==> src/rtl/rosc_meas_ctrl.sv <==
// rosc_meas_ctrl: sequencer and edge-count meter for a ring-oscillator bank.
// Enables one VCO, waits SETTLE_LEN cycles, then counts RO_IN edges for WIN_LEN cycles.
// Ports: CLK, RST (async, active high), START/STOP control,
//   RO_IDX/SETTLE_LEN/WIN_LEN request fields, RO_IN divided VCO output,
//   EN_VCO one-hot enables, BUSY, VALID pulse, COUNT/OVF/RES_IDX result.
// Optional macro ROSC_SCAN_EN adds input SCAN to sweep all oscillators in order.
module rosc_meas_ctrl #(
  parameter int NUM_RO = 4,
  parameter int CNT_W  = 16,
  parameter int WIN_W  = 16,
  parameter int SET_W  = 8,
  localparam int IDX_W = (NUM_RO > 1) ? $clog2(NUM_RO) : 1
) (
  input  logic              CLK,
  input  logic              RST,
  input  logic              START,
  input  logic              STOP,
  input  logic [IDX_W-1:0]  RO_IDX,
  input  logic [SET_W-1:0]  SETTLE_LEN,
  input  logic [WIN_W-1:0]  WIN_LEN,
`ifdef ROSC_SCAN_EN
  input  logic              SCAN,
`endif
  input  logic              RO_IN,
  output logic [NUM_RO-1:0] EN_VCO,
  output logic              BUSY,
  output logic              VALID,
  output logic [CNT_W-1:0]  COUNT,
  output logic              OVF,
  output logic [IDX_W-1:0]  RES_IDX
);

  localparam int TMR_W = (WIN_W > SET_W) ? WIN_W : SET_W;

  localparam logic [2:0] ST_IDLE   = 3'd0;
  localparam logic [2:0] ST_SETTLE = 3'd1;
  localparam logic [2:0] ST_MEAS   = 3'd2;
  localparam logic [2:0] ST_DONE   = 3'd3;
`ifdef ROSC_SCAN_EN
  localparam logic [2:0] ST_GAP    = 3'd4;
  localparam logic [IDX_W-1:0] LAST_IDX = IDX_W'(NUM_RO - 1);
`endif

  localparam logic [IDX_W:0] RO_LIM = (IDX_W + 1)'(NUM_RO);

  logic [2:0]        state, state_nxt;
  logic [IDX_W-1:0]  idx_q, idx_nxt;
  logic [SET_W-1:0]  set_q, set_src;
  logic [WIN_W-1:0]  win_q;
  logic [TMR_W-1:0]  tmr, tmr_nxt;
  logic [TMR_W-1:0]  set_ld, win_ld;
  logic [CNT_W-1:0]  cnt, cnt_nxt;
  logic              ovf_q, ovf_nxt;
  logic              sync1, sync2, sync3;
  logic              edge_det;
  logic              scan_in, start_ok, valid_nxt;
  logic [NUM_RO-1:0] en_nxt;

`ifdef ROSC_SCAN_EN
  logic scan_q;
  assign scan_in = SCAN;
`else
  assign scan_in = 1'b0;
`endif

  assign edge_det = sync2 & ~sync3;
  assign BUSY     = (state != ST_IDLE);

  // Out-of-range index is only rejected for single measurements.
  assign start_ok = START & ~STOP
                  & (scan_in | ({1'b0, RO_IDX} < RO_LIM));

  // Timer counts down to zero; a length of 0 behaves like 1.
  assign set_src = (state == ST_IDLE) ? SETTLE_LEN : set_q;
  assign set_ld  = (set_src == '0) ? '0
                 : TMR_W'(set_src) - TMR_W'(1);
  assign win_ld  = (win_q == '0) ? '0
                 : TMR_W'(win_q) - TMR_W'(1);

  always_comb begin
    state_nxt = state;
    idx_nxt   = idx_q;
    tmr_nxt   = tmr;
    if (state != ST_IDLE && STOP) begin
      state_nxt = ST_IDLE;
    end else begin
      case (state)
        ST_IDLE: begin
          if (start_ok) begin
            state_nxt = ST_SETTLE;
            idx_nxt   = scan_in ? '0 : RO_IDX;
            tmr_nxt   = set_ld;
          end
        end
        ST_SETTLE: begin
          if (tmr == '0) begin
            state_nxt = ST_MEAS;
            tmr_nxt   = win_ld;
          end else begin
            tmr_nxt = tmr - TMR_W'(1);
          end
        end
        ST_MEAS: begin
          if (tmr == '0) begin
            state_nxt = ST_DONE;
          end else begin
            tmr_nxt = tmr - TMR_W'(1);
          end
        end
        ST_DONE: begin
          state_nxt = ST_IDLE;
`ifdef ROSC_SCAN_EN
          if (scan_q && idx_q != LAST_IDX) begin
            state_nxt = ST_GAP;
            idx_nxt   = idx_q + IDX_W'(1);
          end
`endif
        end
`ifdef ROSC_SCAN_EN
        ST_GAP: begin
          state_nxt = ST_SETTLE;
          tmr_nxt   = set_ld;
        end
`endif
        default: state_nxt = ST_IDLE;
      endcase
    end
  end

  // Counter is held at zero through SETTLE so MEAS starts clean.
  always_comb begin
    cnt_nxt = cnt;
    ovf_nxt = ovf_q;
    if (state == ST_SETTLE) begin
      cnt_nxt = '0;
      ovf_nxt = 1'b0;
    end else if (state == ST_MEAS && win_q != '0 && edge_det) begin
      if (cnt == '1) begin
        ovf_nxt = 1'b1;
      end else begin
        cnt_nxt = cnt + CNT_W'(1);
      end
    end
  end

  always_comb begin
    en_nxt = '0;
    if (state_nxt == ST_SETTLE || state_nxt == ST_MEAS) begin
      en_nxt[idx_nxt] = 1'b1;
    end
  end

  assign valid_nxt = (state == ST_MEAS) && (state_nxt == ST_DONE);

  always_ff @(posedge CLK or posedge RST) begin
    if (RST) begin
      state   <= ST_IDLE;
      idx_q   <= '0;
      set_q   <= '0;
      win_q   <= '0;
      tmr     <= '0;
      cnt     <= '0;
      ovf_q   <= 1'b0;
      sync1   <= 1'b0;
      sync2   <= 1'b0;
      sync3   <= 1'b0;
      EN_VCO  <= '0;
      VALID   <= 1'b0;
      COUNT   <= '0;
      OVF     <= 1'b0;
      RES_IDX <= '0;
`ifdef ROSC_SCAN_EN
      scan_q  <= 1'b0;
`endif
    end else begin
      sync1  <= RO_IN;
      sync2  <= sync1;
      sync3  <= sync2;
      state  <= state_nxt;
      idx_q  <= idx_nxt;
      tmr    <= tmr_nxt;
      cnt    <= cnt_nxt;
      ovf_q  <= ovf_nxt;
      EN_VCO <= en_nxt;
      VALID  <= valid_nxt;
      if (state == ST_IDLE && start_ok) begin
        set_q  <= SETTLE_LEN;
        win_q  <= WIN_LEN;
`ifdef ROSC_SCAN_EN
        scan_q <= scan_in;
`endif
      end
      // Capture includes any edge seen in the final window cycle.
      if (valid_nxt) begin
        COUNT   <= cnt_nxt;
        OVF     <= ovf_nxt;
        RES_IDX <= idx_q;
      end
    end
  end

endmodule
==> config.mk <==
export PLATFORM = sky130hd
export DESIGN_NAME = rosc_meas_ctrl
export DESIGN_NICKNAME = d
export VERILOG_FILES = /design/src/rtl/rosc_meas_ctrl.sv
export SDC_FILE = /design/constraint.sdc
export NUM_CORES = 1
export LEC_CHECK = 0
export BUFFER_PORTS_ARGS = -buffer_cell sky130_fd_sc_hd__buf_2
export CORE_UTILIZATION = 53
export DETAILED_ROUTE_END_ITERATION = 12
export GPL_ROUTABILITY_DRIVEN = 0
export PLACE_DENSITY = 0.76
export SYNTH_ARGS = -nofsm -noshare
export SYNTH_HDL_FRONTEND = slang
export SYNTH_SLANG_ARGS = --single-unit
==> constraint.sdc <==
create_clock -name CLK -period 2.54 [get_ports CLK]
set_clock_uncertainty 0.15 [all_clocks]
set_input_delay 0.254 -clock CLK [delete_from_list [all_inputs] [get_ports CLK]]
set_output_delay 0.254 -clock CLK [all_outputs]
set_load 0.01 [all_outputs]
==> run_results.csv, run 1 <==
group,metric,value,unit
status,status,"finished, final reports clean",
layout,fin_cells,708,
synthesis,ys_seq_area_share,46.9,%
grt,grt_pass1_vias,4163,
pwr,peakVddDrop,0.451,mV
die,initial_core_util,54.7,%
timing,grt_setup_unrepaired,"true",
clock_network,clk_path_buf_depth,2,
setup_path,critPathLaunchType,"flop",
die,core_area,8680,µm²
setup_path,critPathLaunch,"tmr[0]",
timing,worst_slack,0.111,ns
setup_path,end_kind,"flop",
grt,use_met2,43.6,%
timing,fmax,0.412,GHz
setup_path,rr_worst_depth,7,
grt,use_met3,3.47,%
synthesis,ys_types,56,
drt,wire_per_inst,16.5,µm
pwr,total_leakage_power,2.72,nW
placed_design,dp_hpwl,8.29,mm
timing,drv_slew,0,
drt,initialDrtViolationCount,374,
clock_network,root_buffer,"clkbuf_8",
timing,final.period_utilization,95.6,%
clock_network,cts_max_level,3,
setup_path,crit_end,"tmr[13]",
drt,routed_via_density,5.84,
synthesis,syn_area_per_cell,9.70,µm²
clock_network,path_clk_slew,0.10,ns
synthesis,syn_inst,489,
timing,layout_min_cycle_time,2.43,ns
die,num_rows,34,
synthesis,synth_edf_count,0,
die,die_w,96.6,µm
timing,worstMarginPinSlew,0.590,ns
grt,overflow,0,
clock_network,cts_tree,"done",
grt,top_usage_layer,"met2",
layout,diodes,0,
clock_network,cts_buffers,9,
clock_network,cts.sinks,89,
placed_design,pre_cts_slack,0.0517,ns
setup_path,crit_arrival,2.53,ns
grt,grt_pass1_wl,19.5,mm
setup_path,path_max_fanout,5,
synthesis,synth_fp_nets,527,
die,die_h,96.6,µm
layout,nNetsFinal,633,
synthesis,netlist_area,4740,µm²
drt,vias,4134,
placed_design,portBuffers,55,
timing,hold_viol,0,
grt,grt_use_total,25.6,%
die,die_area,9330,µm²
pwr,powerDensity,606,nW/µm²
die,ios,56,
drt,dr.pass1.iters,5,
setup_path,rr_endpoint,"tmr[13]",
min_path,hp-class,"in -> reg",
layout,drive_gt1_share,26.0,%
synthesis,ys_async_sr_fraction,100,%
setup_path,r2r_slack,0.11,ns
synthesis,synth-seq-cells,89,
setup_path,critPathKind,"reg -> reg",
timing,slew_headroom,60.6,%
grt,use_met1,33.6,%
run,maxCapViolations,0,
drt,ant_nets,0,
setup_path,r2r-start,"tmr[0]",
synthesis,ys_warn_count,0,
clock_network,clock_latency,0.36,ns
grt,grt_antenna_before_repair,0,
timing,setup_viol,0,
layout,area_growth,23.1,%
grt,grt_max_degree,53,
setup_path,crit_required,2.64,ns
placed_design,place_inst,670,
drt,drt-total-wl,11.7,mm
drt,drc,0,
synthesis,synthFlopType,"dfrtp_1",
-- final cells by class --
cell class	instances	area, µm²
inverter	14	56.3
timing repair buffer	113	781
tap	108	135
clock inverter	6	72.6
clock buffer	10	128
multi-input combinational	368	2440
sequential	89	2230
fill	655	2840
-- worst min path at each step --
stage | from | to | slack (ns) | cells past startpoint
after floorplan | RO_IN | sync1 | 0.14 | 0
after global placement | sync1 | sync2 | 0.18 | 0
after detailed placement | RST | VALID | 0.21 | 3
after CTS | SETTLE_LEN[7] | set_q[7] | 0.01 | 2
after global routing | SETTLE_LEN[7] | set_q[7] | 0.02 | 2
final | SETTLE_LEN[7] | set_q[7] | 0.02 | 2
-- worst max-delay path, stage by stage, from the launching register on --
cell and delay [ns]:
dfrtp_1 0.39, buf_4 0.14, or4_4 0.45, or4b_4 0.57, nor3_2 0.15, xnor2_1 0.14
o21ai_1 0.07, mux2_2 0.26
-- report_power, final --
part / internal [W] / switching [W]
clock network: 0.000468 / 0.000536
logic: 0.000399 / 0.000409
registers: 0.00155 / 0.000175
-- registers in the layout, summed over array words and instances, names as in the netlist --
name	cells
ovf_q	1
sync1	1
sync2	1
cnt	16
OVF	1
set_q	8
VALID	1
EN_VCO	4
win_q	16
tmr	16
RES_IDX	2
sync3	1
state	3
COUNT	16
idx_q	2
-- cells by family after synthesis --
group	Yosys count	synth area share [%]
adder cells (fa/ha/maj)	7	1.85
buffers and inverters	32	3.03
flip-flops	89	46.9
AND/OR/NAND/NOR	201	21.7
other	1	0.0790
multiplexers	39	8.97
AO/OA/AOI/OAI	86	11.1
XOR/XNOR	34	6.28
-- layer usage --
layer / wire, µm / vias to the layer above
met1: 4930 / 1974
met3: 656 / 31
met2: 5830 / 165
li1: - / 1964
met4: 289 / 0
met5: 0 / -
-- cell usage in the layout (no fill, tap or decap), types with 10 or more instances in the layout --
cell type      Yosys  routed
buf_2              5      55
a21oi_1           10      10
nor3_1            19      18
buf_4              0      38
nand3_1           18      16
dlygate4sd3_1      0      18
mux2_2            28      28
nand2_1           44      44
inv_1             13      12
nand4_1           18      18
xnor2_1           13      13
o21ai_0           35      34
nor2_1            55      55
dfrtp_1           89      89
o21ai_1            9      10
xor2_1            21      21
-- through the flow --
stage                     cell area, µm²  hold slack (ns)  setup TNS [ns]  total power, W  utilization [%]
final                               5840           0.0207               0         0.00354             67.3
after global routing                5840           0.0245         -0.0358         0.00371             67.3
after CTS                           5750           0.0114               0         0.00351             66.3
after detailed placement            5370            0.213               0         0.00249             61.9
after global placement              5370            0.184               0         0.00246             61.9
after floorplan                     4760            0.135               0         0.00220                -
-- synth_stat cells, types with 4 or more instances --
library cell | number | share of area, %
nand3_1 | 18 | 1.9
nor2_1 | 55 | 4.4
nand2_1 | 44 | 3.5
nor3_1 | 19 | 2.0
buf_2 | 5 | 0.53
inv_1 | 13 | 1.0
or3_1 | 4 | 0.53
a211oi_1 | 6 | 0.95
xor2_1 | 21 | 3.9
clkbuf_1 | 11 | 0.87
nor4_1 | 8 | 1.1
nor3b_1 | 5 | 0.79
nand4_1 | 18 | 2.4
and3_1 | 10 | 1.3
mux2_2 | 28 | 6.6
a21oi_1 | 10 | 1.1
xnor2_1 | 13 | 2.4
mux2i_1 | 11 | 2.3
o21ai_0 | 35 | 3.7
dfrtp_1 | 89 | 47
o21ai_1 | 9 | 0.95
ha_1 | 7 | 1.8
-- repair_timing --
| item | in CTS | in global routing |
|---|---|---|
| resized for setup | 0 | 12 |
| endpoints found under the hold margin | 106 | 0 |
| endpoints found under the setup margin | 0 | 28 |
| setup buffers | 0 | 5 |
| hold buffers | 18 | 0 |
Power figures use the tool's default switching activity.
==> run 2, diff against run 1 <==
--- a/config.mk
+++ b/config.mk
@@ -6,10 +6,12 @@
 export NUM_CORES = 1
 export LEC_CHECK = 0
 export BUFFER_PORTS_ARGS = -buffer_cell sky130_fd_sc_hd__buf_2
-export CORE_UTILIZATION = 53
+export CELL_PAD_IN_SITES_DETAIL_PLACEMENT = 0
+export CELL_PAD_IN_SITES_GLOBAL_PLACEMENT = 1
+export CORE_UTILIZATION = 41
 export DETAILED_ROUTE_END_ITERATION = 12
 export GPL_ROUTABILITY_DRIVEN = 0
-export PLACE_DENSITY = 0.76
+export PLACE_DENSITY_LB_ADDON = 0.1
 export SYNTH_ARGS = -nofsm -noshare
 export SYNTH_HDL_FRONTEND = slang
 export SYNTH_SLANG_ARGS = --single-unit
==> run 2 against run 1 <==
Combinational power rose by 5.3%. Sequential cell count did not move. Global-route usage fell by 3.0 points. Via count fell by 2.1%. Clock-buffer cell count rose by 1. Design area rose by 4.1%. First-iteration DRC count fell by 37%. Critical path depth fell by 1. Worst hold slack got worse by 0.013 ns. Sequential power barely moved. Critical endpoint unchanged. Largest power group unchanged.
==> run_results.csv, run 2 (synthesis results as in run 1) <==
group,metric,value,unit
clock_network,cts_max_level,3,
drt,ant_nets,0,
clock_network,clk_path_buf_depth,2,
layout,area_growth,28.2,%
grt,grt_max_degree,37,
pwr,switching_share,29.1,%
clock_network,clock_latency,0.35,ns
min_path,hp-class,"in -> reg",
grt,grt_pass1_wl,20.3,mm
drt,dr.max_layer_used,"met4",
die,num_rows,38,
timing,setup_tns,0,ns
layout,diodes,0,
setup_path,end_kind,"flop",
setup_path,path_max_fanout,5,
min_path,worstHoldStart,"WIN_LEN[8]",
clock_network,root_buffer,"clkbuf_16",
setup_path,rr_worst_depth,6,
timing,worstMarginPinSlew,0.707,ns
setup_path,critical-path-top-delay-family,"simple AND/OR/NAND/NOR gates",
grt,grt_use_total,22.6,%
layout,layout_common_cells,"dfrtp_1 (89), nor2_1 (55), buf_2 (55), buf_4 (49), nand2_1 (44)",
run,maxCapViolations,0,
die,ios,56,
drt,routed_via_density,5.40,
pwr,powerDensity,650,nW/µm²
layout,design_area,6080,µm²
die,die_area,12000,µm²
clock_network,cts_buffers,9,
min_path,holdPathEnd,"win_q[8]",
die,die_h,110,µm
setup_path,critPathKind,"reg -> reg",
setup_path,crit_arrival,2.52,ns
clock_network,cts.sinks,89,
placed_design,placed_cell_area,5550,µm²
drt,initialDrtViolationCount,236,
setup_path,r2r-start,"tmr[3]",
layout,fin_util,54.9,%
drt,drc,0,
setup_path,slowest_stage,"or4b_4",
die,core_area,11100,µm²
drt,wl_met3,498,µm
die,die_w,110,µm
drt,dr.pass1.iters,5,
pwr,finalPower,0.00395,W
timing,grt_setup_unrepaired,"false",
grt,grt_antenna_before_repair,0,
timing,final.period_utilization,96.0,%
clock_network,path_clk_slew,0.06,ns
drt,drt-total-wl,12.2,mm
setup_path,cp.depth,6,
timing,setup_viol,0,
setup_path,critPathLaunchType,"flop",
setup_path,path_cells,"or4_4 -> or4b_4 -> nor3_4 -> xnor2_1 -> o21ai_1 -> mux2_2",
setup_path,slowest_delay,0.58,ns
layout,drive_gt1_share,28.6,%
clock_network,cts_tree,"done",
setup_path,r2r_slack,0.10,ns
grt,grt_pass1_vias,3962,
drt,wire_per_inst,16.4,µm
setup_path,rr_endpoint,"tmr[13]",
placed_design,portBuffers,55,
pwr,comb_power_share,21.5,%
drt,routed-wl-met2,5.15,mm
placed_design,dp_hpwl,9.27,mm
die,initial_core_util,42.8,%
timing,layout_min_cycle_time,2.44,ns
layout,final_common_cell,"dfrtp_1",
timing,drv_slew,0,
timing,slew_headroom,52.8,%
timing,fmax,0.410,GHz
drt,drt-met1-wl,6.41,mm
clock_network,cts_setup_buffers,0,
min_path,min_path_cells,2,
pwr,total_leakage_power,2.83,nW
grt,overflow,0,
setup_path,crit_required,2.62,ns
layout,nNetsFinal,642,
drt,vias,4047,
layout,filler_cell_count,1013,
pwr,peakVddDrop,0.441,mV
pwr,power.switching,0.00115,W
status,status,"finished, final reports clean",
pwr,p_clk_share,35.0,%
setup_path,crit_buf_inv,0,
timing,hold_viol,0,
pwr,internal_power,0.00280,W
pwr,p_seq_share,43.4,%
run 2: cell type report:
class                   instances  area (µm²)  area share [%]
well taps                     140         175            2.88
flip-flops and latches         89        2230            36.6
clock buffers                  11         253            4.15
repair buffers                122         855            14.0
multi-input cells             368        2460            40.4
inverters                      14        56.3           0.926
clock inverters                 5        61.3            1.01
run 2: per-stage QoR:
step / hold slack (ns) / setup slack [ns] / instances
global placement: 0.190 / 0.132 / 719
floorplan: 0.135 / 0.00376 / 489
CTS: 0.000798 / 0.0129 / 749
finish: 0.00763 / 0.101 / 749
detailed placement: 0.195 / 0.0455 / 719
global route: 0.00528 / 0.00407 / 749
run 2: worst max path at each step:
stage,startpoint,slack (ns),end
after floorplan,state[0],0.004,tmr[12]
after CTS,state[0],0.01,tmr[8]
after global placement,win_q[12],0.13,COUNT[12]
final,tmr[3],0.10,tmr[13]
after detailed placement,state[0],0.05,tmr[8]
after global routing,tmr[10],0.004,tmr[8]
run 2: power by group through the flow:
stage               Sequential [W]  Combinational [W]  Clock [W]
finish                     0.00172           0.000851    0.00138
global route               0.00174           0.000945    0.00148
CTS                        0.00171           0.000834    0.00142
detailed placement         0.00173           0.000814          0
global placement           0.00173           0.000810          0
floorplan                  0.00171           0.000482          0
run 2: routing by layer:
metal / vias up / track usage, %
met1: 1953 / 34.4
met4: 0 / 8.48
met5: - / 0
met3: 17 / 3.68
met2: 93 / 31.8
li1: 1984 / -
run 2: repair_timing:
item / in CTS / in global routing
hold buffers: 14 / 0
gates resized for setup: 0 / 16
endpoints found under the setup margin: 0 / 40
hold endpoints to repair: 40 / 0
